===== src/rtl/axi_mem_slave_if.sv =====
// AXI_BUS: AXI4 bus bundle shared by master and slave ends.
// Carries AW, W, B, AR and R channels.
// Slave modport: request fields and valids in; readys and response fields out.
// Master modport: the mirror image of Slave.
interface AXI_BUS #(
  parameter int unsigned AXI_ADDR_WIDTH = 32,
  parameter int unsigned AXI_DATA_WIDTH = 64,
  parameter int unsigned AXI_ID_WIDTH   = 8
);
  logic [AXI_ID_WIDTH-1:0]     aw_id;
  logic [AXI_ADDR_WIDTH-1:0]   aw_addr;
  logic [7:0]                  aw_len;
  logic [2:0]                  aw_size;
  logic [1:0]                  aw_burst;
  logic                        aw_lock;
  logic [3:0]                  aw_cache;
  logic [2:0]                  aw_prot;
  logic                        aw_valid;
  logic                        aw_ready;

  logic [AXI_DATA_WIDTH-1:0]   w_data;
  logic [AXI_DATA_WIDTH/8-1:0] w_strb;
  logic                        w_last;
  logic                        w_valid;
  logic                        w_ready;

  logic [AXI_ID_WIDTH-1:0]     b_id;
  logic [1:0]                  b_resp;
  logic                        b_valid;
  logic                        b_ready;

  logic [AXI_ID_WIDTH-1:0]     ar_id;
  logic [AXI_ADDR_WIDTH-1:0]   ar_addr;
  logic [7:0]                  ar_len;
  logic [2:0]                  ar_size;
  logic [1:0]                  ar_burst;
  logic                        ar_lock;
  logic [3:0]                  ar_cache;
  logic [2:0]                  ar_prot;
  logic                        ar_valid;
  logic                        ar_ready;

  logic [AXI_ID_WIDTH-1:0]     r_id;
  logic [AXI_DATA_WIDTH-1:0]   r_data;
  logic [1:0]                  r_resp;
  logic                        r_last;
  logic                        r_valid;
  logic                        r_ready;

  modport Master (
    output aw_id, aw_addr, aw_len, aw_size, aw_burst, aw_lock, aw_cache, aw_prot, aw_valid,
    input  aw_ready,
    output w_data, w_strb, w_last, w_valid,
    input  w_ready,
    input  b_id, b_resp, b_valid,
    output b_ready,
    output ar_id, ar_addr, ar_len, ar_size, ar_burst, ar_lock, ar_cache, ar_prot, ar_valid,
    input  ar_ready,
    input  r_id, r_data, r_resp, r_last, r_valid,
    output r_ready
  );

  modport Slave (
    input  aw_id, aw_addr, aw_len, aw_size, aw_burst, aw_lock, aw_cache, aw_prot, aw_valid,
    output aw_ready,
    input  w_data, w_strb, w_last, w_valid,
    output w_ready,
    output b_id, b_resp, b_valid,
    input  b_ready,
    input  ar_id, ar_addr, ar_len, ar_size, ar_burst, ar_lock, ar_cache, ar_prot, ar_valid,
    output ar_ready,
    output r_id, r_data, r_resp, r_last, r_valid,
    input  r_ready
  );
endinterface


===== src/rtl/axi_mem_slave.sv =====
// axi_mem_slave: AXI4 slave bridging one burst at a time onto a single-port SRAM.
// Ports:
//   clk_i, rst_i      - rising-edge clock, asynchronous active-high reset
//   slv               - AXI_BUS slave end (prot/lock/cache ignored)
//   mem_req, mem_we   - SRAM strobe and write select
//   mem_addr          - SRAM word address
//   mem_wdata, mem_be - write data and byte enables (zero unless writing)
//   mem_rdata         - read data, valid the cycle after a read strobe
module axi_mem_slave #(
  parameter int unsigned AXI_ADDR_WIDTH = 32,
  parameter int unsigned AXI_DATA_WIDTH = 64,
  parameter int unsigned AXI_ID_WIDTH   = 8,
  parameter int unsigned MEM_AW         = 14
) (
  input  logic                        clk_i,
  input  logic                        rst_i,
  AXI_BUS.Slave                       slv,
  output logic                        mem_req,
  output logic                        mem_we,
  output logic [MEM_AW-1:0]           mem_addr,
  output logic [AXI_DATA_WIDTH-1:0]   mem_wdata,
  output logic [AXI_DATA_WIDTH/8-1:0] mem_be,
  input  logic [AXI_DATA_WIDTH-1:0]   mem_rdata
);
  localparam int unsigned OFFS = $clog2(AXI_DATA_WIDTH / 8);
  localparam logic [1:0] RESP_OKAY   = 2'b00;
  localparam logic [1:0] RESP_SLVERR = 2'b10;

  localparam logic [2:0] IDLE    = 3'd0;
  localparam logic [2:0] RD_REQ  = 3'd1;
  localparam logic [2:0] RD_DATA = 3'd2;
  localparam logic [2:0] WR_DATA = 3'd3;
  localparam logic [2:0] WR_RESP = 3'd4;

  logic [2:0]                  state_q;
  logic [AXI_ID_WIDTH-1:0]     id_q;
  logic [AXI_ADDR_WIDTH-1:0]   addr_q;
  logic [7:0]                  len_q;
  logic [7:0]                  beat_q;
  logic [2:0]                  size_q;
  logic [1:0]                  burst_q;
  logic                        err_q;
  logic                        rfirst_q;
  logic [AXI_DATA_WIDTH-1:0]   rdata_q;

  logic [AXI_ADDR_WIDTH-1:0]   word_addr;
  logic [AXI_ADDR_WIDTH-1:0]   incr;
  logic [AXI_ADDR_WIDTH-1:0]   wrap_mask;
  logic [AXI_ADDR_WIDTH-1:0]   next_addr;
  logic [AXI_DATA_WIDTH-1:0]   rd_word;
  logic                        oor;
  logic                        last_beat;
  logic                        ar_hs, aw_hs, w_hs, r_hs, b_hs;
  logic                        wr_strobe;
  logic                        unused_attr;

  assign unused_attr = ^{slv.aw_prot, slv.aw_lock, slv.aw_cache,
                         slv.ar_prot, slv.ar_lock, slv.ar_cache};

  assign word_addr = addr_q >> OFFS;
  assign oor       = (word_addr >> MEM_AW) != '0;
  assign mem_addr  = MEM_AW'(word_addr);
  assign last_beat = (beat_q == len_q);

  // WRAP keeps the upper address bits of the (len+1)<<size block and lets
  // only the in-block offset roll over.
  assign incr      = AXI_ADDR_WIDTH'(1) << size_q;
  assign wrap_mask = ((AXI_ADDR_WIDTH'(len_q) + AXI_ADDR_WIDTH'(1)) << size_q) - AXI_ADDR_WIDTH'(1);

  always_comb begin
    next_addr = addr_q + incr;
    case (burst_q)
      2'd0:    next_addr = addr_q;
      2'd2:    next_addr = (addr_q & ~wrap_mask) | ((addr_q + incr) & wrap_mask);
      default: next_addr = addr_q + incr;
    endcase
  end

  // Readys are held low while reset is asserted, not just after release.
  assign slv.ar_ready = (state_q == IDLE) && !rst_i;
  assign slv.aw_ready = (state_q == IDLE) && !rst_i && !slv.ar_valid;
  assign slv.w_ready  = (state_q == WR_DATA);
  assign slv.r_valid  = (state_q == RD_DATA);
  assign slv.b_valid  = (state_q == WR_RESP);

  assign ar_hs = slv.ar_valid && slv.ar_ready;
  assign aw_hs = slv.aw_valid && slv.aw_ready;
  assign w_hs  = slv.w_valid  && slv.w_ready;
  assign r_hs  = slv.r_valid  && slv.r_ready;
  assign b_hs  = slv.b_valid  && slv.b_ready;

  // SRAM data arrives during the first RD_DATA cycle; it is forwarded
  // directly then and served from rdata_q while the master stalls.
  assign rd_word    = oor ? '0 : mem_rdata;
  assign slv.r_data = (slv.r_valid && rfirst_q) ? rd_word : rdata_q;
  assign slv.r_resp = (slv.r_valid && oor) ? RESP_SLVERR : RESP_OKAY;
  assign slv.r_last = slv.r_valid && last_beat;
  assign slv.r_id   = id_q;
  assign slv.b_id   = id_q;
  assign slv.b_resp = (slv.b_valid && err_q) ? RESP_SLVERR : RESP_OKAY;

  assign wr_strobe = w_hs && !oor;
  assign mem_req   = ((state_q == RD_REQ) || w_hs) && !oor;
  assign mem_we    = wr_strobe;
  assign mem_wdata = wr_strobe ? slv.w_data : '0;
  assign mem_be    = wr_strobe ? slv.w_strb : '0;

  always_ff @(posedge clk_i or posedge rst_i) begin
    if (rst_i) begin
      state_q  <= IDLE;
      id_q     <= '0;
      addr_q   <= '0;
      len_q    <= '0;
      beat_q   <= '0;
      size_q   <= '0;
      burst_q  <= '0;
      err_q    <= 1'b0;
      rfirst_q <= 1'b0;
      rdata_q  <= '0;
    end else begin
      case (state_q)
        IDLE: begin
          if (ar_hs) begin
            id_q    <= slv.ar_id;
            addr_q  <= slv.ar_addr;
            len_q   <= slv.ar_len;
            size_q  <= slv.ar_size;
            burst_q <= slv.ar_burst;
            beat_q  <= '0;
            state_q <= RD_REQ;
          end else if (aw_hs) begin
            id_q    <= slv.aw_id;
            addr_q  <= slv.aw_addr;
            len_q   <= slv.aw_len;
            size_q  <= slv.aw_size;
            burst_q <= slv.aw_burst;
            beat_q  <= '0;
            err_q   <= 1'b0;
            state_q <= WR_DATA;
          end
        end
        RD_REQ: begin
          rfirst_q <= 1'b1;
          state_q  <= RD_DATA;
        end
        RD_DATA: begin
          rfirst_q <= 1'b0;
          if (rfirst_q) rdata_q <= rd_word;
          if (r_hs) begin
            if (last_beat) begin
              state_q <= IDLE;
            end else begin
              addr_q  <= next_addr;
              beat_q  <= beat_q + 8'd1;
              state_q <= RD_REQ;
            end
          end
        end
        WR_DATA: begin
          if (w_hs) begin
            // Burst length comes from AW len; w_last only grades the response.
            err_q  <= err_q || oor || (slv.w_last != last_beat);
            addr_q <= next_addr;
            beat_q <= beat_q + 8'd1;
            if (last_beat) state_q <= WR_RESP;
          end
        end
        WR_RESP: begin
          if (b_hs) state_q <= IDLE;
        end
        default: state_q <= IDLE;
      endcase
    end
  end
endmodule


===== src/flat_wrapper.sv =====
// flat-port wrapper written by rule: the top's interface ports become plain ports
module axi_mem_slave_flat 
#(
  parameter int unsigned AXI_ADDR_WIDTH = 32,
  parameter int unsigned AXI_DATA_WIDTH = 64,
  parameter int unsigned AXI_ID_WIDTH   = 8,
  parameter int unsigned MEM_AW         = 14
)
  (clk_i, rst_i, mem_req, mem_we, mem_addr, mem_wdata, mem_be, mem_rdata, slv_aw_id, slv_aw_addr, slv_aw_len, slv_aw_size, slv_aw_burst, slv_aw_lock, slv_aw_cache, slv_aw_prot, slv_aw_valid, slv_aw_ready, slv_w_data, slv_w_strb, slv_w_last, slv_w_valid, slv_w_ready, slv_b_id, slv_b_resp, slv_b_valid, slv_b_ready, slv_ar_id, slv_ar_addr, slv_ar_len, slv_ar_size, slv_ar_burst, slv_ar_lock, slv_ar_cache, slv_ar_prot, slv_ar_valid, slv_ar_ready, slv_r_id, slv_r_data, slv_r_resp, slv_r_last, slv_r_valid, slv_r_ready);
  AXI_BUS #(.AXI_ADDR_WIDTH(AXI_ADDR_WIDTH), .AXI_DATA_WIDTH(AXI_DATA_WIDTH), .AXI_ID_WIDTH(AXI_ID_WIDTH)) slv_i ();
  input  logic clk_i;
  input  logic rst_i;
  output logic mem_req;
  output logic mem_we;
  output logic [MEM_AW-1:0] mem_addr;
  output logic [AXI_DATA_WIDTH-1:0] mem_wdata;
  output logic [AXI_DATA_WIDTH/8-1:0] mem_be;
  input  logic [AXI_DATA_WIDTH-1:0] mem_rdata;
  input wire logic [$bits(slv_i.aw_id)-1:0] slv_aw_id;
  input wire logic [$bits(slv_i.aw_addr)-1:0] slv_aw_addr;
  input wire logic [$bits(slv_i.aw_len)-1:0] slv_aw_len;
  input wire logic [$bits(slv_i.aw_size)-1:0] slv_aw_size;
  input wire logic [$bits(slv_i.aw_burst)-1:0] slv_aw_burst;
  input wire logic [$bits(slv_i.aw_lock)-1:0] slv_aw_lock;
  input wire logic [$bits(slv_i.aw_cache)-1:0] slv_aw_cache;
  input wire logic [$bits(slv_i.aw_prot)-1:0] slv_aw_prot;
  input wire logic [$bits(slv_i.aw_valid)-1:0] slv_aw_valid;
  output wire logic [$bits(slv_i.aw_ready)-1:0] slv_aw_ready;
  input wire logic [$bits(slv_i.w_data)-1:0] slv_w_data;
  input wire logic [$bits(slv_i.w_strb)-1:0] slv_w_strb;
  input wire logic [$bits(slv_i.w_last)-1:0] slv_w_last;
  input wire logic [$bits(slv_i.w_valid)-1:0] slv_w_valid;
  output wire logic [$bits(slv_i.w_ready)-1:0] slv_w_ready;
  output wire logic [$bits(slv_i.b_id)-1:0] slv_b_id;
  output wire logic [$bits(slv_i.b_resp)-1:0] slv_b_resp;
  output wire logic [$bits(slv_i.b_valid)-1:0] slv_b_valid;
  input wire logic [$bits(slv_i.b_ready)-1:0] slv_b_ready;
  input wire logic [$bits(slv_i.ar_id)-1:0] slv_ar_id;
  input wire logic [$bits(slv_i.ar_addr)-1:0] slv_ar_addr;
  input wire logic [$bits(slv_i.ar_len)-1:0] slv_ar_len;
  input wire logic [$bits(slv_i.ar_size)-1:0] slv_ar_size;
  input wire logic [$bits(slv_i.ar_burst)-1:0] slv_ar_burst;
  input wire logic [$bits(slv_i.ar_lock)-1:0] slv_ar_lock;
  input wire logic [$bits(slv_i.ar_cache)-1:0] slv_ar_cache;
  input wire logic [$bits(slv_i.ar_prot)-1:0] slv_ar_prot;
  input wire logic [$bits(slv_i.ar_valid)-1:0] slv_ar_valid;
  output wire logic [$bits(slv_i.ar_ready)-1:0] slv_ar_ready;
  output wire logic [$bits(slv_i.r_id)-1:0] slv_r_id;
  output wire logic [$bits(slv_i.r_data)-1:0] slv_r_data;
  output wire logic [$bits(slv_i.r_resp)-1:0] slv_r_resp;
  output wire logic [$bits(slv_i.r_last)-1:0] slv_r_last;
  output wire logic [$bits(slv_i.r_valid)-1:0] slv_r_valid;
  input wire logic [$bits(slv_i.r_ready)-1:0] slv_r_ready;
  assign slv_i.aw_id = slv_aw_id;
  assign slv_i.aw_addr = slv_aw_addr;
  assign slv_i.aw_len = slv_aw_len;
  assign slv_i.aw_size = slv_aw_size;
  assign slv_i.aw_burst = slv_aw_burst;
  assign slv_i.aw_lock = slv_aw_lock;
  assign slv_i.aw_cache = slv_aw_cache;
  assign slv_i.aw_prot = slv_aw_prot;
  assign slv_i.aw_valid = slv_aw_valid;
  assign slv_aw_ready = slv_i.aw_ready;
  assign slv_i.w_data = slv_w_data;
  assign slv_i.w_strb = slv_w_strb;
  assign slv_i.w_last = slv_w_last;
  assign slv_i.w_valid = slv_w_valid;
  assign slv_w_ready = slv_i.w_ready;
  assign slv_b_id = slv_i.b_id;
  assign slv_b_resp = slv_i.b_resp;
  assign slv_b_valid = slv_i.b_valid;
  assign slv_i.b_ready = slv_b_ready;
  assign slv_i.ar_id = slv_ar_id;
  assign slv_i.ar_addr = slv_ar_addr;
  assign slv_i.ar_len = slv_ar_len;
  assign slv_i.ar_size = slv_ar_size;
  assign slv_i.ar_burst = slv_ar_burst;
  assign slv_i.ar_lock = slv_ar_lock;
  assign slv_i.ar_cache = slv_ar_cache;
  assign slv_i.ar_prot = slv_ar_prot;
  assign slv_i.ar_valid = slv_ar_valid;
  assign slv_ar_ready = slv_i.ar_ready;
  assign slv_r_id = slv_i.r_id;
  assign slv_r_data = slv_i.r_data;
  assign slv_r_resp = slv_i.r_resp;
  assign slv_r_last = slv_i.r_last;
  assign slv_r_valid = slv_i.r_valid;
  assign slv_i.r_ready = slv_r_ready;
  axi_mem_slave #(.AXI_ADDR_WIDTH(AXI_ADDR_WIDTH), .AXI_DATA_WIDTH(AXI_DATA_WIDTH), .AXI_ID_WIDTH(AXI_ID_WIDTH), .MEM_AW(MEM_AW)) u_core (.clk_i(clk_i), .rst_i(rst_i), .slv(slv_i), .mem_req(mem_req), .mem_we(mem_we), .mem_addr(mem_addr), .mem_wdata(mem_wdata), .mem_be(mem_be), .mem_rdata(mem_rdata));
endmodule

===== config.mk =====
export PLATFORM = sky130hd
export DESIGN_NAME = axi_mem_slave_flat
export DESIGN_NICKNAME = d
export VERILOG_FILES = /design/src/rtl/axi_mem_slave_if.sv /design/src/rtl/axi_mem_slave.sv /design/src/flat_wrapper.sv
export SDC_FILE = /design/constraint.sdc
export NUM_CORES = 1
export LEC_CHECK = 0
export ABC_AREA = 1
export BUFFER_PORTS_ARGS = -buffer_cell sky130_fd_sc_hd__buf_2
export CAP_MARGIN = 20
export CORE_AREA = 2 2 174 176
export CTS_BUF_LIST = sky130_fd_sc_hd__clkbuf_8 sky130_fd_sc_hd__clkbuf_16
export DETAILED_ROUTE_END_ITERATION = 6
export DIE_AREA = 0 0 176 178
export PLACE_DENSITY = 0.69
export SLEW_MARGIN = 20
export SYNTH_ARGS = -nofsm -noshare
export SYNTH_HDL_FRONTEND = slang
export SYNTH_SLANG_ARGS = --single-unit

===== constraint.sdc =====
create_clock -name clk_i -period 5.23 [get_ports clk_i]
set_input_delay 1.046 -clock clk_i [delete_from_list [all_inputs] [get_ports clk_i]]
set_output_delay 1.046 -clock clk_i [all_outputs]
set_load 0.02 [all_outputs]

# ---- After elaboration in Yosys (flattened, before gate mapping)
# Cells that the tools add are included.
dict set report totals {
  elab_cells 106
  regBits 130
  input_bits 266
  output_inout_bits 178
}
dict set report op_classes {
  n_reduce_logical 31
  bitwise 4
  n_eq_ne 15
  n_shift 2
  muxes 40
  n_addsub 4
}
# op count
set ops {}
lappend ops {{2-to-1 mux 64 bit} 3}
lappend ops {{2-to-1 mux 32 bit} 5}
lappend ops {{case mux 32 bit (3 select lines)} 1}
lappend ops {{2-to-1 mux 8 bit} 10}
lappend ops {{AND 32 bit} 2}
lappend ops {{case mux 32 bit (2 select lines)} 1}
lappend ops {{adder 32 bit} 1}
lappend ops {{inverter 32 bit} 1}
lappend ops {{bitwise OR 32 bit} 1}
lappend ops {{nonzero test 32 bit} 1}
lappend ops {{left shift 1 x 3 -> 32 bit, first input constant} 1}
lappend ops {{left shift 32 x 3 -> 32 bit} 1}
lappend ops {{subtractor 32 x 1 -> 32 bit, second input constant} 1}
lappend ops {{2-to-1 mux 3 bit} 8}
lappend ops {{case mux 8 bit (3 select lines)} 1}
lappend ops {{case mux 3 bit (5 select lines)} 1}
lappend ops {{logical AND 1 bit} 13}
lappend ops {{inequality test 2 bit, second input constant} 6}
lappend ops {{AND reduction 5 bit} 2}
lappend ops {{adder 8 x 1 -> 9 bit, second input constant} 1}
lappend ops {{adder 8 x 1 -> 8 bit, second input constant} 1}
lappend ops {{== test 8 bit} 1}
lappend ops {{2-to-1 mux 2 bit} 4}
lappend ops {{== test 3 x 2 -> 1 bit, second input constant} 2}
lappend ops {{16 further kinds} 27}

# ---- Longest topological paths before layout
dict set report logic_depth {
  depth_word 10
  ltp_mapped 21
  depth_no_buf 20
}

# ---- Worst setup path after synthesis
# Ideal clock, no wire load.
dict set report synth_path {
  path_kind {input to output}
  from {in rst_i}
  to {out slv_aw_ready}
  arrival_time_ns 4.669
  n_path_buf 0
  stages 3
  path_slack_ns -0.485
  required_time_ns 4.184
  path_cell_list {inv_1 > nand2_1 > nor2_1}
}
dict set report synth_between {
  elab_chain_cells 3
}
# element line_no
set synth_lines {}
lappend synth_lines {{start: declaration} flat_wrapper.sv:12} ;# input logic rst_i;
lappend synth_lines {{logical NOT 1 bit} axi_mem_slave.sv:81} ;# assign slv.aw_ready = (state_q == IDLE) && !rst_i && !slv.ar_valid;
lappend synth_lines {{logical AND 1 bit (2 in a row)} axi_mem_slave.sv:81}
lappend synth_lines {{end: declaration} flat_wrapper.sv:28} ;# output wire logic [$bits(slv_i.aw_ready)-1:0] slv_aw_ready;
# No other way between the ends.

==> summary.txt <==
Final layout
  • Most frequent cells in the layout: buf_2, nand2_1, nor2_1
  • Nets: 2082
  • Area growth syn-to-layout: 31.0%
  • Filler cells: 3096
  • Most common cell after layout, fill and taps aside: buf_2
  • Finished Layout Cells: 2208
  • Share of cells above drive strength 1: 29.5%

Floorplan
  • Die area: 31300 sq um
  • Boundary Pins: 444
  • Starting Density: 31.7%
  • Chip Width: 176 um
  • Row count: 63
  • Core Footprint: 29400 sq um
  • Chip height: 178 um

Pwr
  • Static leakage: 6.78 nW
  • PD cells: 610 nW/um^2
  • Peak supply drop: 0.000266 V

Job
  • Max Cap Viol: 0

Detailed routing
  • Initial DRC Count: 583
  • Antenna viol nets, final: 0
  • Detailed-route wire length per cell: 14.6 um
  • Vias/cell: 4.69
  • Final wirelength: 32.3 mm
  • DRC: 0
  • Vias: 10400
  • Total iterations of the first detailed-routing run: 5

Hold path
  • Hold Path Class: register to register
  • Hold depth: 2

Synth
  • Area leader, netlist: dfrtp_1
  • Post-synth top area share: 34.9%
  • Async S/R FF share, synth: 100%
  • Post-synth top flop: dfrtp_1
  • Gate count after technology mapping: 1434
  • Flops & latches, synth: 130
  • Synth area leaders: dfrtp_1, nand2_1, nor2_1
  • Seq/Total Area, Yosys: 34.9%
  • Synth Cell Area: 9330 sq um
  • Syn_area_per_cell: 6.50 sq um
  • Yosys cell types: 50
  • Post-synth EDFFs: 0
  • Yosys Warn Count: 0

Worst setup path
  • Worst path max stage delay: 0.57 ns
  • Worst-path maximum fanout: 40
  • CP Data Required Time: 4.18 ns
  • Critical Path, Cell by Cell: inv_1 -> nand4_1 -> nor4_1 -> nand2_1 -> inv_2 -> nand3_2 -> buf_4 -> nor2_1 -> buf_2
  • Setup CP Type: register to output port
  • Crit end category: output port
  • Startpoint types: register
  • WP data arrival: 3.23 ns
  • CP max-delay cell: nand3_2
  • Worst reg-to-reg setup slack: 1.55 ns
  • Path depth of the worst reg2reg path: 15

STA
  • Unrepaired setup endpoints after global routing: false
  • Slew @ Worst Pin: 0.923 ns
  • Worst slew margin: 38.5%
  • Final Cycle Share: 81.8%
  • Setup-failing EPs final: 0
  • Total Neg Setup Slack: 0 ns
  • Hold Fails Final Rpt: 0
  • Clock period minus worst slack: 4.28 ns
  • Fin Clk Skew: 0.0229 ns
  • Max Fclk: 234 MHz
  • Pins Over Slew Limit: 0

Global route
  • Global route total overflow: 0
  • First-pass GRT wire length: 50.4 mm
  • Initial antenna violation count: 4
  • Largest net degree at the start of global routing: 129
  • Vias in the first global route: 9805
  • GRT Total Usage: 20.1%

Clock tree
  • Cts repair resizes: 0
  • Hold buffer count at CTS: 0
  • Htree depth: 4
  • CTS root buf: clkbuf_16
  • CTS sink count: 130
  • Clock Latency Late Sink: 0.43 ns
  • Clock transition at the registers of the reported paths: 0.07 ns
  • Post-CTS setup buffers: 0
  • CTS tree: done
  • CTS Buf Count: 17
  • Clock buffer depth: 2

Outcome
  • Outcome: finished, final reports clean

Place
  • Detailed-placement wirelength estimate: 24.5 mm
  • Routability cong.: 0.929
  • Port buffer count: 425
  • Placed cell count: 2174
==> synthesized netlist by cell type (12+ instances only) <==
cell type	count
a21oi_1	29
xor2_1	12
dfrtp_1	130
nand3_1	80
inv_2	14
ha_1	12
nand2_1	416
nor2_1	216
nor3_1	17
nand2_2	12
nand4_1	15
o21ai_0	122
inv_1	157
o21ai_1	13
buf_4	27
a31oi_1	25
clkbuf_1	39
==> stage by stage <==
step           setup slack [ns]  power (mW)  hold WS (ns)  utilization, %  cell area (sq um)
2_1_floorplan             0.634        5.11         0.449               -               9340
3_3_place_gp               1.61        6.11         0.462            39.5              11600
3_5_place_dp               1.51        6.19         0.475            39.5              11600
4_1_cts                    1.04        7.49         0.494            41.5              12200
5_1_grt                   0.743        8.14         0.505            41.6              12200
6_report                  0.951        7.45         0.490            41.6              12200
==> layout make-up <==
type	instances	area, sq um	area share (%)
Sequential cell	130	3250	26.6
Timing Repair Buffer	434	2190	18.0
Inverter	174	661	5.41
Multi-Input combinational cell	1046	5020	41.0
Antenna cell	2	5.00	0.0410
Clock buffer	18	439	3.59
Clock inverter	14	165	1.35
Tap cell	390	488	3.99
==> report_power, final <==
part	total (mW)	internal, mW	switching (mW)	leakage [nW]
logic	4.40	1.39	3.00	4.82
clock network	1.26	0.732	0.531	0.296
registers	1.79	1.42	0.376	1.66
total	7.45	3.54	3.91	6.78
==> per-layer routing <==
layer  global-route usage [%]  vias up  wire, um
met1                     26.5     4713     14300
met5                        0        -        24
met4                     4.79        4       363
met2                     33.3      358     15200
met3                     5.14       26      2340
li1                         -     5254         -
==> path summary, 6_finish.rpt <==
check | start | end
worst min register to register | u_core.rdata_q[30] | u_core.rdata_q[30]
worst max register to register | u_core.size_q[1] | register
worst min-delay path | u_core.rdata_q[30] | u_core.rdata_q[30]
max in group asynchronous | rst_i | asynchronous set/reset pin
worst max-delay path | register | mem_be[0]
min in group asynchronous | rst_i | u_core.rdata_q[48]
==> critical path, delay by kind of cell, from the launching register on <==
kind	cells	cell delay, ns
buffers and inverters	4	1.07
and+or+nand+nor	5	1.29
DFF	1	0.43
==> kinds of logic (layout without fill, tap and decap cells) <==
group / after synthesis / in the layout / synth area share [%]
buffers and inverters: 259 / 640 / 11.8
multiplexers: 2 / 2 / 0.215
flip-flops: 130 / 130 / 34.9
other: 1 / 4 / 0.0402
XOR/XNOR: 19 / 19 / 1.78
adder cells (fa/ha/maj): 13 / 13 / 1.82
AND/OR/NAND/NOR: 799 / 799 / 36.9
AO/OA/AOI/OAI: 211 / 211 / 12.6
Power figures use the tool's default switching activity.
